===== config.mk =====
export PLATFORM = sky130hd
export DESIGN_NAME = gpio_cmd_ctrl
export DESIGN_NICKNAME = d
export VERILOG_FILES = /design/src/rtl/gpio_cmd_pkg.sv /design/src/rtl/gpio_cmd_ctrl_valid_edge_det.sv /design/src/rtl/gpio_cmd_ctrl.sv
export SDC_FILE = /design/constraint.sdc
export NUM_CORES = 1
export LEC_CHECK = 0
export ABC_AREA = 1
export CORE_AREA = 5 5 86 96
export DETAILED_ROUTE_END_ITERATION = 7
export DIE_AREA = 0 0 91 101
export GPL_TIMING_DRIVEN = 0
export PLACE_DENSITY = 0.77
export RECOVER_POWER = 25
export SYNTH_ARGS = -nofsm -noshare
export SYNTH_HDL_FRONTEND = slang
export SYNTH_SLANG_ARGS = --single-unit

===== constraint.sdc =====
create_clock -name i_CLK -period 1.5 [get_ports i_CLK]
set_input_delay 0.3 -clock i_CLK [delete_from_list [all_inputs] [get_ports i_CLK]]
set_output_delay 0.3 -clock i_CLK [all_outputs]
set_load 0.05 [all_outputs]

===== src/rtl/gpio_cmd_pkg.sv =====
// rtl/gpio_cmd_pkg.sv - opcodes, state codes and status-word layout shared by the GPIO command path
package gpio_cmd_pkg;

   localparam logic [2:0] OP_KNL    = 3'b000;
   localparam logic [2:0] OP_SIZE   = 3'b001;
   localparam logic [2:0] OP_IMG    = 3'b010;
   localparam logic [2:0] OP_REQ    = 3'b011;
   localparam logic [2:0] OP_GO     = 3'b100;
   localparam logic [2:0] OP_ABORT  = 3'b101;
   localparam logic [2:0] OP_CLRERR = 3'b110;
   localparam logic [2:0] OP_ILL    = 3'b111;

   typedef enum logic [1:0] {
      ST_IDLE = 2'd0,
      ST_LOAD = 2'd1,
      ST_RUN  = 2'd2,
      ST_OUT  = 2'd3
   } state_t;

   // o_GPIOdata layout: {state[2:0], err, knl_done, run, mcu_data[25:0]}
   localparam int GD_STATE_LSB = 29;
   localparam int GD_ERR_BIT   = 28;
   localparam int GD_KDONE_BIT = 27;
   localparam int GD_RUN_BIT   = 26;
   localparam int GD_DATA_W    = 26;

endpackage


===== src/rtl/gpio_cmd_ctrl_valid_edge_det.sv =====
// rtl/gpio_cmd_ctrl_valid_edge_det.sv - registered rising-edge detector for the GPIO valid line
module valid_edge_det (
   input  logic clk,
   input  logic rst,
   input  logic valid,
   output logic rise
);

   logic hist;
   logic armed;

   // armed stays low until valid is seen low, so a level held across reset is not a command
   always_ff @(posedge clk) begin
      if (rst) begin
         hist  <= 1'b0;
         armed <= 1'b0;
      end else begin
         hist <= valid;
         if (!valid)
            armed <= 1'b1;
      end
   end

   assign rise = valid & ~hist & armed;

endmodule


===== src/rtl/gpio_cmd_ctrl.sv =====
// rtl/gpio_cmd_ctrl.sv - GPIO opcode decoder, frame sequencer and control registers for the conv datapath
module gpio_cmd_ctrl
   import gpio_cmd_pkg::*;
#(
   parameter int DATA_W    = 24,
   parameter int PIX_W     = 8,
   parameter int IMGLEN_W  = 10,
   parameter int KNL_WORDS = 3,
   parameter int RESULT_W  = 13,
   localparam int KIDX_W   = $clog2(KNL_WORDS)
) (
   input  logic                i_CLK,
   input  logic                i_rst,
   input  logic [DATA_W-1:0]   i_GPIOdata,
   input  logic [2:0]          i_GPIOctrl,
   input  logic                i_GPIOvalid,
   input  logic [RESULT_W-1:0] i_MCUdata,
   input  logic                i_EOP_from_FSM,
   output logic [31:0]         o_GPIOdata,
   output logic [DATA_W-1:0]   o_KNLdata,
   output logic [KIDX_W-1:0]   o_knl_idx,
   output logic                o_valid_to_CONV,
   output logic [PIX_W-1:0]    o_MCUdata,
   output logic                o_valid_to_FSM,
   output logic [IMGLEN_W-1:0] o_imgLength,
   output logic                o_load,
   output logic                o_run,
   output logic                o_KNorIMG,
   output logic                o_EOP_to_MCU,
   output logic                o_err
);

   localparam logic [KIDX_W-1:0] KLAST = KIDX_W'(KNL_WORDS - 1);

   logic              cmd;
   state_t            state;
   state_t            state_nxt;
   logic [KIDX_W-1:0] kcnt;
   logic              knl_done;
   logic              in_cfg;
   logic              go_ok;
   logic [31:0]       status;

   valid_edge_det u_edge (
      .clk   (i_CLK),
      .rst   (i_rst),
      .valid (i_GPIOvalid),
      .rise  (cmd)
   );

   assign in_cfg = (state == ST_IDLE) || (state == ST_LOAD);
   assign go_ok  = knl_done && (o_imgLength != '0);

   always_ff @(posedge i_CLK) begin
      if (i_rst)
         state <= ST_IDLE;
      else
         state <= state_nxt;
   end

   // ABORT is checked first so it beats a coincident end-of-processing
   always_comb begin
      state_nxt = state;
      if (cmd && i_GPIOctrl == OP_ABORT) begin
         state_nxt = ST_IDLE;
      end else begin
         case (state)
            ST_IDLE, ST_LOAD: begin
               if (cmd && i_GPIOctrl == OP_GO && go_ok)
                  state_nxt = ST_RUN;
               else if (cmd && i_GPIOctrl == OP_IMG)
                  state_nxt = ST_LOAD;
            end
            ST_RUN:  if (i_EOP_from_FSM) state_nxt = ST_OUT;
            ST_OUT:  if (cmd && i_GPIOctrl == OP_IMG) state_nxt = ST_LOAD;
            default: state_nxt = ST_IDLE;
         endcase
      end
   end

   always_comb begin
      status = '0;
      status[GD_STATE_LSB +: 2] = state;
      status[GD_ERR_BIT]        = o_err;
      status[GD_KDONE_BIT]      = knl_done;
      status[GD_RUN_BIT]        = o_run;
      status[GD_DATA_W-1:0]     = GD_DATA_W'(i_MCUdata);
   end

   always_ff @(posedge i_CLK) begin
      if (i_rst) begin
         o_GPIOdata      <= '0;
         o_KNLdata       <= '0;
         o_knl_idx       <= '0;
         o_valid_to_CONV <= 1'b0;
         o_MCUdata       <= '0;
         o_valid_to_FSM  <= 1'b0;
         o_imgLength     <= '0;
         o_load          <= 1'b0;
         o_run           <= 1'b0;
         o_KNorIMG       <= 1'b0;
         o_EOP_to_MCU    <= 1'b0;
         o_err           <= 1'b0;
         kcnt            <= '0;
         knl_done        <= 1'b0;
      end else begin
         o_valid_to_CONV <= 1'b0;
         o_valid_to_FSM  <= 1'b0;
         o_load          <= (state_nxt == ST_LOAD);
         o_run           <= (state_nxt == ST_RUN);
         o_KNorIMG       <= (state_nxt == ST_RUN);
         o_GPIOdata      <= status;
         if (state == ST_RUN && i_EOP_from_FSM)
            o_EOP_to_MCU <= 1'b1;
         if (cmd) begin
            if (i_GPIOctrl == OP_ABORT) begin
               o_EOP_to_MCU <= 1'b0;
               kcnt         <= '0;
            end else if (state != ST_RUN) begin
               case (i_GPIOctrl)
                  OP_KNL: begin
                     if (in_cfg) begin
                        o_KNLdata       <= i_GPIOdata;
                        o_knl_idx       <= kcnt;
                        o_valid_to_CONV <= 1'b1;
                        if (kcnt == '0)
                           knl_done <= 1'b0;
                        if (kcnt == KLAST) begin
                           kcnt     <= '0;
                           knl_done <= 1'b1;
                        end else begin
                           kcnt <= kcnt + 1'b1;
                        end
                     end else begin
                        o_err <= 1'b1;
                     end
                  end
                  OP_SIZE: begin
                     if (in_cfg)
                        o_imgLength <= i_GPIOdata[IMGLEN_W-1:0];
                     else
                        o_err <= 1'b1;
                  end
                  OP_IMG: begin
                     o_MCUdata      <= i_GPIOdata[PIX_W-1:0];
                     o_valid_to_FSM <= 1'b1;
                     if (state != ST_LOAD)
                        o_EOP_to_MCU <= 1'b0;
                  end
                  OP_REQ: begin
                     if (state == ST_OUT)
                        o_valid_to_FSM <= 1'b1;
                     else
                        o_err <= 1'b1;
                  end
                  OP_GO:     if (in_cfg && !go_ok) o_err <= 1'b1;
                  OP_ABORT:  ;
                  OP_CLRERR: o_err <= 1'b0;
                  OP_ILL:    o_err <= 1'b1;
               endcase
            end
         end
      end
   end

endmodule


* Yosys cells after proc, flatten, opt, wreduce, memory -nomap -nowiden
Index checks and enable logic that the tools add are counted.
Storage, ports and cells: input bits 44, bits in registers 89, output and inout port bits 83, logic and storage cells 96
Cells by class: reduce and logical (&&, ||, !) cells 28, equality and inequality tests 18, muxes and demuxes 25, add/sub/neg operators 1, bitwise operators 7
Operator list (number):
- $mux W2 | 9
- $mux W1 | 13
- $eq A3 B3 Y1 const B | 4
- $reduce_and A5 Y1 | 2
- $reduce_bool A10 Y1 | 1
- $eq A2 B2 Y1 const B | 4
- $reduce_and A4 Y1 | 2
- $reduce_bool A2 Y1 | 4
- $logic_and A1 B1 Y1 | 7
- $reduce_and A7 Y1 | 1
- $eq A3 B2 Y1 const B | 2
- $ne A2 B2 Y1 const B | 3
- $pmux W2 S3 | 1
- $reduce_and A6 Y1 | 1
- $not A1 Y1 | 5
- $pmux W1 S5 | 1
- $reduce_bool A5 Y1 | 1
- $reduce_or A5 Y1 | 1
- $eq A2 B1 Y1 const B | 2
- $logic_not A2 Y1 | 2
- $ne A2 B1 Y1 const B | 2
- $reduce_or A2 Y1 | 2
- $reduce_or A4 Y1 | 1
- $eq A3 B1 Y1 const B | 1
- other kinds (6) | 7

* Depth between registers and ports, before layout
depth in word-level cells 9, gate-level depth with buffers 9, depth with buffers taken out 9

* By module
From an unflattened synthesis, not the netlist that was laid out.
Unflattened totals: cells, all modules 357, area total of the unflattened synthesis 2785.2 um^2
Modules (own cells, without submodules):
- gpio_cmd_ctrl | instances 1, area an instance 2721.4 um^2, seq. area each 1461.4 um^2, cells each 349
- valid_edge_det | instances 1, area an instance 63.8 um^2, seq. area each 40.0 um^2, cells each 8

* Least setup slack after synthesis
OpenSTA, ideal clock, no wires.
path kind register to register, start register o_imgLength[4], end register o_KNorIMG, path buffers 0, cell stages (with the launch flop) 8, setup slack 0.155 ns, setup time 0.112 ns, clock period less this slack 1.345 ns, data required time 1.388 ns, arrival time 1.233 ns, cell sequence dfxtp_1 nor2_1 nand3_1 or2_2 nand3_1 nand2_1 nand3_1 nor2_1
On the way: cells in the longest elaborated chain, start to end 7
RTL lines:
- from (decl) | RTL line gpio_cmd_ctrl.sv:25 | output logic [IMGLEN_W-1:0] o_imgLength,
- from (signal assigned) | RTL line gpio_cmd_ctrl.sv:140 | o_imgLength <= i_GPIOdata[IMGLEN_W-1:0];
- $reduce_bool A10 Y1 | RTL line gpio_cmd_ctrl.sv:52 | assign go_ok = knl_done && (o_imgLength != '0);
- $logic_and A1 B1 Y1 | RTL line gpio_cmd_ctrl.sv:52
- $logic_and A1 B1 Y1 | RTL line gpio_cmd_ctrl.sv:69 | if (cmd && i_GPIOctrl == OP_GO && go_ok)
- $mux W2 | RTL line gpio_cmd_ctrl.sv:69
- $pmux W2 S3 | RTL line gpio_cmd_ctrl.sv:67 | case (state)
- $mux W2 | RTL line gpio_cmd_ctrl.sv:64 | if (cmd && i_GPIOctrl == OP_ABORT) begin
- $eq A2 B2 Y1 | RTL line gpio_cmd_ctrl.sv:111 | o_KNorIMG <= (state_nxt == ST_RUN);
- to (signal assigned) | RTL line gpio_cmd_ctrl.sv:111
- to (decl) | RTL line gpio_cmd_ctrl.sv:28 | output logic o_KNorIMG,
Every way passes these cells. A chain may end at the register's enable or synchronous reset.

* Worst setup path after layout
start register o_KNLdata[10], end output o_KNLdata[10]
RTL lines:
- from (decl) | RTL line gpio_cmd_ctrl.sv:20 | output logic [DATA_W-1:0] o_KNLdata,
- from (signal assigned) | RTL line gpio_cmd_ctrl.sv:123 | o_KNLdata <= i_GPIOdata;
No word-level cell between the ends.

==> metrics.md <==
| Metric | Value |
|---|---|
| Register bit total from synthesis | 75 |
| CTS root buf | clkbuf_8 |
| WP data arrival | 1.17 ns |
| CP Cell Sequence | clkdlybuf4s15_1 |
| Setup CP Type | flop to output port |
| Cells after Synth | 361 |
| # H-tree levels | 3 |
| Final Wtd Congestion | 0.915 |
| Max Cap Viol | 0 |
| Share of layout cells above drive strength 1 | 23.6% |
| Tcrit/Tclk final | 97.9% |
| Final Slew Violations | 0 |
| Sequential fraction of design power | 47.0% |
| Area Growth Syn to Fin | 52.9% |
| Drt drc | 0 |
| Io pins | 127 |
| Switching power share of the total | 25.2% |
| PwrDens | 1010 nW/µm² |
| Ys Warns | 0 |
| P_leak | 1.99 nW |
| Syn avg cell area | 7.85 µm² |
| Crit start category | flop |
| # rows | 33 |
| Number of distinct library cells after synthesis | 28 |
| Bufs and invs on worst path | 1 |
| Crit path capture type | output port |
| First-pass GRT wire length | 12200 µm |
| Hold slack final | 0.284 ns |
| Critical path's largest stage delay | 0.50 ns |
| Final hold vios | 0 |
| Number of vias per cell | 4.50 |
| Number of routed nets with antenna violations | 0 |
| Filler instances | 640 |
| Initial core utilization | 39.2% |
| Die Ht | 101 µm |
| Clock transition at path regs | 0.08 ns |
| Clock sink count | 75 |
| Mapped cell area | 2830 µm² |
| Worst EP required | 1.20 ns |
| Sequential share of the synthesized area | 53.0% |
| Vias | 2662 |
| Die ar. | 9190 µm² |
| Clock skew | 0.00794 ns |
| Setup TNS | 0 ns |
| First-pass DRT Iterations | 4 |
| Core area | 7230 µm² |
| Vias in the first global route | 2581 |
| Status | completed |
| Slowest CP cell | clkdlybuf4s15_1 |
| HPWL Detailed | 5720 µm |
| Worst Hold Class | input port to flop |
| Int Pwr | 3.27 mW |
| Clock latency on the worst-skew pair | 0.34 ns |
| Post-layout util | 60.0% |
| Number of I/O port buffers | 111 |
| Most frequent cells in the layout | 121 x nor2_1, 75 x dfxtp_1, 40 x clkdlybuf4s50_1 |
| Initial antenna violation count | 0 |
| Most common cell after layout, fill and taps aside | nor2_1 |
| Fin crit period | 1.47 ns |
| CTS tree | built |
| Hold-fix buffers at CTS | 0 |
| Die width | 91 µm |
| Clock power frac | 39.8% |
| Fmax | 681 MHz |
| Switching power | 1.10 mW |
| Total CTS buffers | 9 |
| Critical-path maximum fanout | 2 |
| Peak VDD IR | 0.000632 V |
| Bufs on Longest Clock Path | 2 |
| Routed len/inst | 12.7 µm |
| Fin nets | 544 |
| All-layer global routing usage | 16.3% |
| N_diodes | 0 |
| Grt total ovfl | 0 |
| Combinational share of power | 13.3% |
| Critical path's top delay family | buffers and inverters |
| Finish-stage setup viols | 0 |
| Largest net degree at the start of global routing | 13 |
| Number of DRC markers in iteration 0 | 92 |
| Detailed Route WL | 7530 µm |
-- kinds of logic (layout without fill, tap and decap cells) --
group / Yosys count / in the layout / synth area share [%]
AOI/OAI and AO/OA: 55 / 55 / 10.5
buffers and inverters: 66 / 197 / 11.9
DFF: 75 / 75 / 53.0
other: 1 / 14 / 0.132
and+or+nand+nor: 164 / 164 / 24.5
-- power by group through the flow --
stage	registers (mW)	clock network, mW	logic (mW)
after floorplan	2.23	0	0.228
after global placement	2.09	0	0.586
after detailed placement	2.10	0	0.592
after CTS	2.05	1.77	0.575
after global routing	2.05	1.85	0.619
final	2.05	1.74	0.579
-- area by class of cell --
type	instances	area, µm²	share of cell area [%]
plain buffers	29	205	4.73
clock buffers	11	151	3.49
clock inverters	5	75.1	1.73
inverters	37	143	3.29
multi-input cells	233	1060	24.5
flip-flops and latches	75	1500	34.6
well taps	87	109	2.51
repair buffers	115	1090	25.1
-- through the flow --
| step | setup WS, ns | power [mW] | std cells | area [µm²] |
|---|---|---|---|---|
| 4_1_cts | 0.0000600 | 4.40 | 588 | 4340 |
| 6_report | 0.0309 | 4.37 | 592 | 4330 |
| 5_1_grt | -0.0282 | 4.52 | 592 | 4330 |
| 3_3_place_gp | -0.373 | 2.68 | 572 | 4100 |
| 3_5_place_dp | -0.381 | 2.69 | 572 | 4100 |
| 2_1_floorplan | 0.155 | 2.46 | 374 | 2880 |
-- final timing paths --
path,endpoint,slack [ns],startpoint,cells past startpoint
setup / recovery,o_KNLdata[10],0.03,o_KNLdata[10],1
hold / removal,u_edge.hist,0.28,i_GPIOvalid,3
setup reg to reg,o_MCUdata[4],0.09,u_edge.hist,8
hold reg to reg,o_GPIOdata[26],0.46,o_KNorIMG,2
-- synthesized netlist by cell type --
| cell | instances | area, µm² |
|---|---|---|
| buf_6 | 4 | 45.0 |
| or2_2 | 1 | 6.26 |
| o21bai_1 | 1 | 7.51 |
| o211ai_1 | 1 | 7.51 |
| nor2_4 | 3 | 33.8 |
| buf_4 | 16 | 120 |
| nand2_1 | 15 | 56.3 |
| clkbuf_1 | 8 | 30.0 |
| o21ai_1 | 9 | 45.0 |
| nand3_1 | 9 | 45.0 |
| nand4_1 | 2 | 12.5 |
| nor3_4 | 1 | 16.3 |
| inv_1 | 29 | 109 |
| a21oi_1 | 5 | 25.0 |
| inv_2 | 7 | 26.3 |
| nor3_1 | 4 | 20.0 |
| o21ai_0 | 35 | 175 |
| a211oi_2 | 1 | 12.5 |
| o21ai_2 | 2 | 17.5 |
| nand3_2 | 1 | 10.0 |
| nor2_2 | 1 | 6.26 |
| clkinv_1 | 1 | 3.75 |
| dfxtp_1 | 75 | 1500 |
| a21o_1 | 1 | 7.51 |
| buf_1 | 1 | 3.75 |
| conb_1 | 1 | 3.75 |
| nand2_2 | 4 | 25.0 |
| nor2_1 | 123 | 462 |
-- registers in the layout, indices dropped and copies added, names as in the netlist, 2 cells and up --
register	cells
state	2
o_MCUdata	8
kcnt	2
o_KNLdata	24
o_knl_idx	2
o_imgLength	10
o_GPIOdata	18
-- worst min-delay path, cell delays in order --
cell	delay, ns
dlymetal6s2s_1	0.16
inv_1	0.08
nor2_1	0.04
-- timing repair --
action	CTS	global route
endpoints found under the hold margin	0	0
setup buffers	0	4
pin swaps	0	2
gates resized for setup	153	46
setup endpoints to repair	70	69
-- layer usage --
| metal | track usage, % | wire (µm) | part of all wire (%) | vias up |
|---|---|---|---|---|
| met3 | 6.35 | 745 | 9.9 | 9 |
| li1 | - | - | - | 1375 |
| met2 | 28.3 | 3660 | 49 | 97 |
| met5 | 0 | 0 | 0 | - |
| met1 | 17.7 | 3040 | 40 | 1181 |
| met4 | 6.43 | 88 | 1.2 | 0 |
Power figures use the tool's default switching activity.
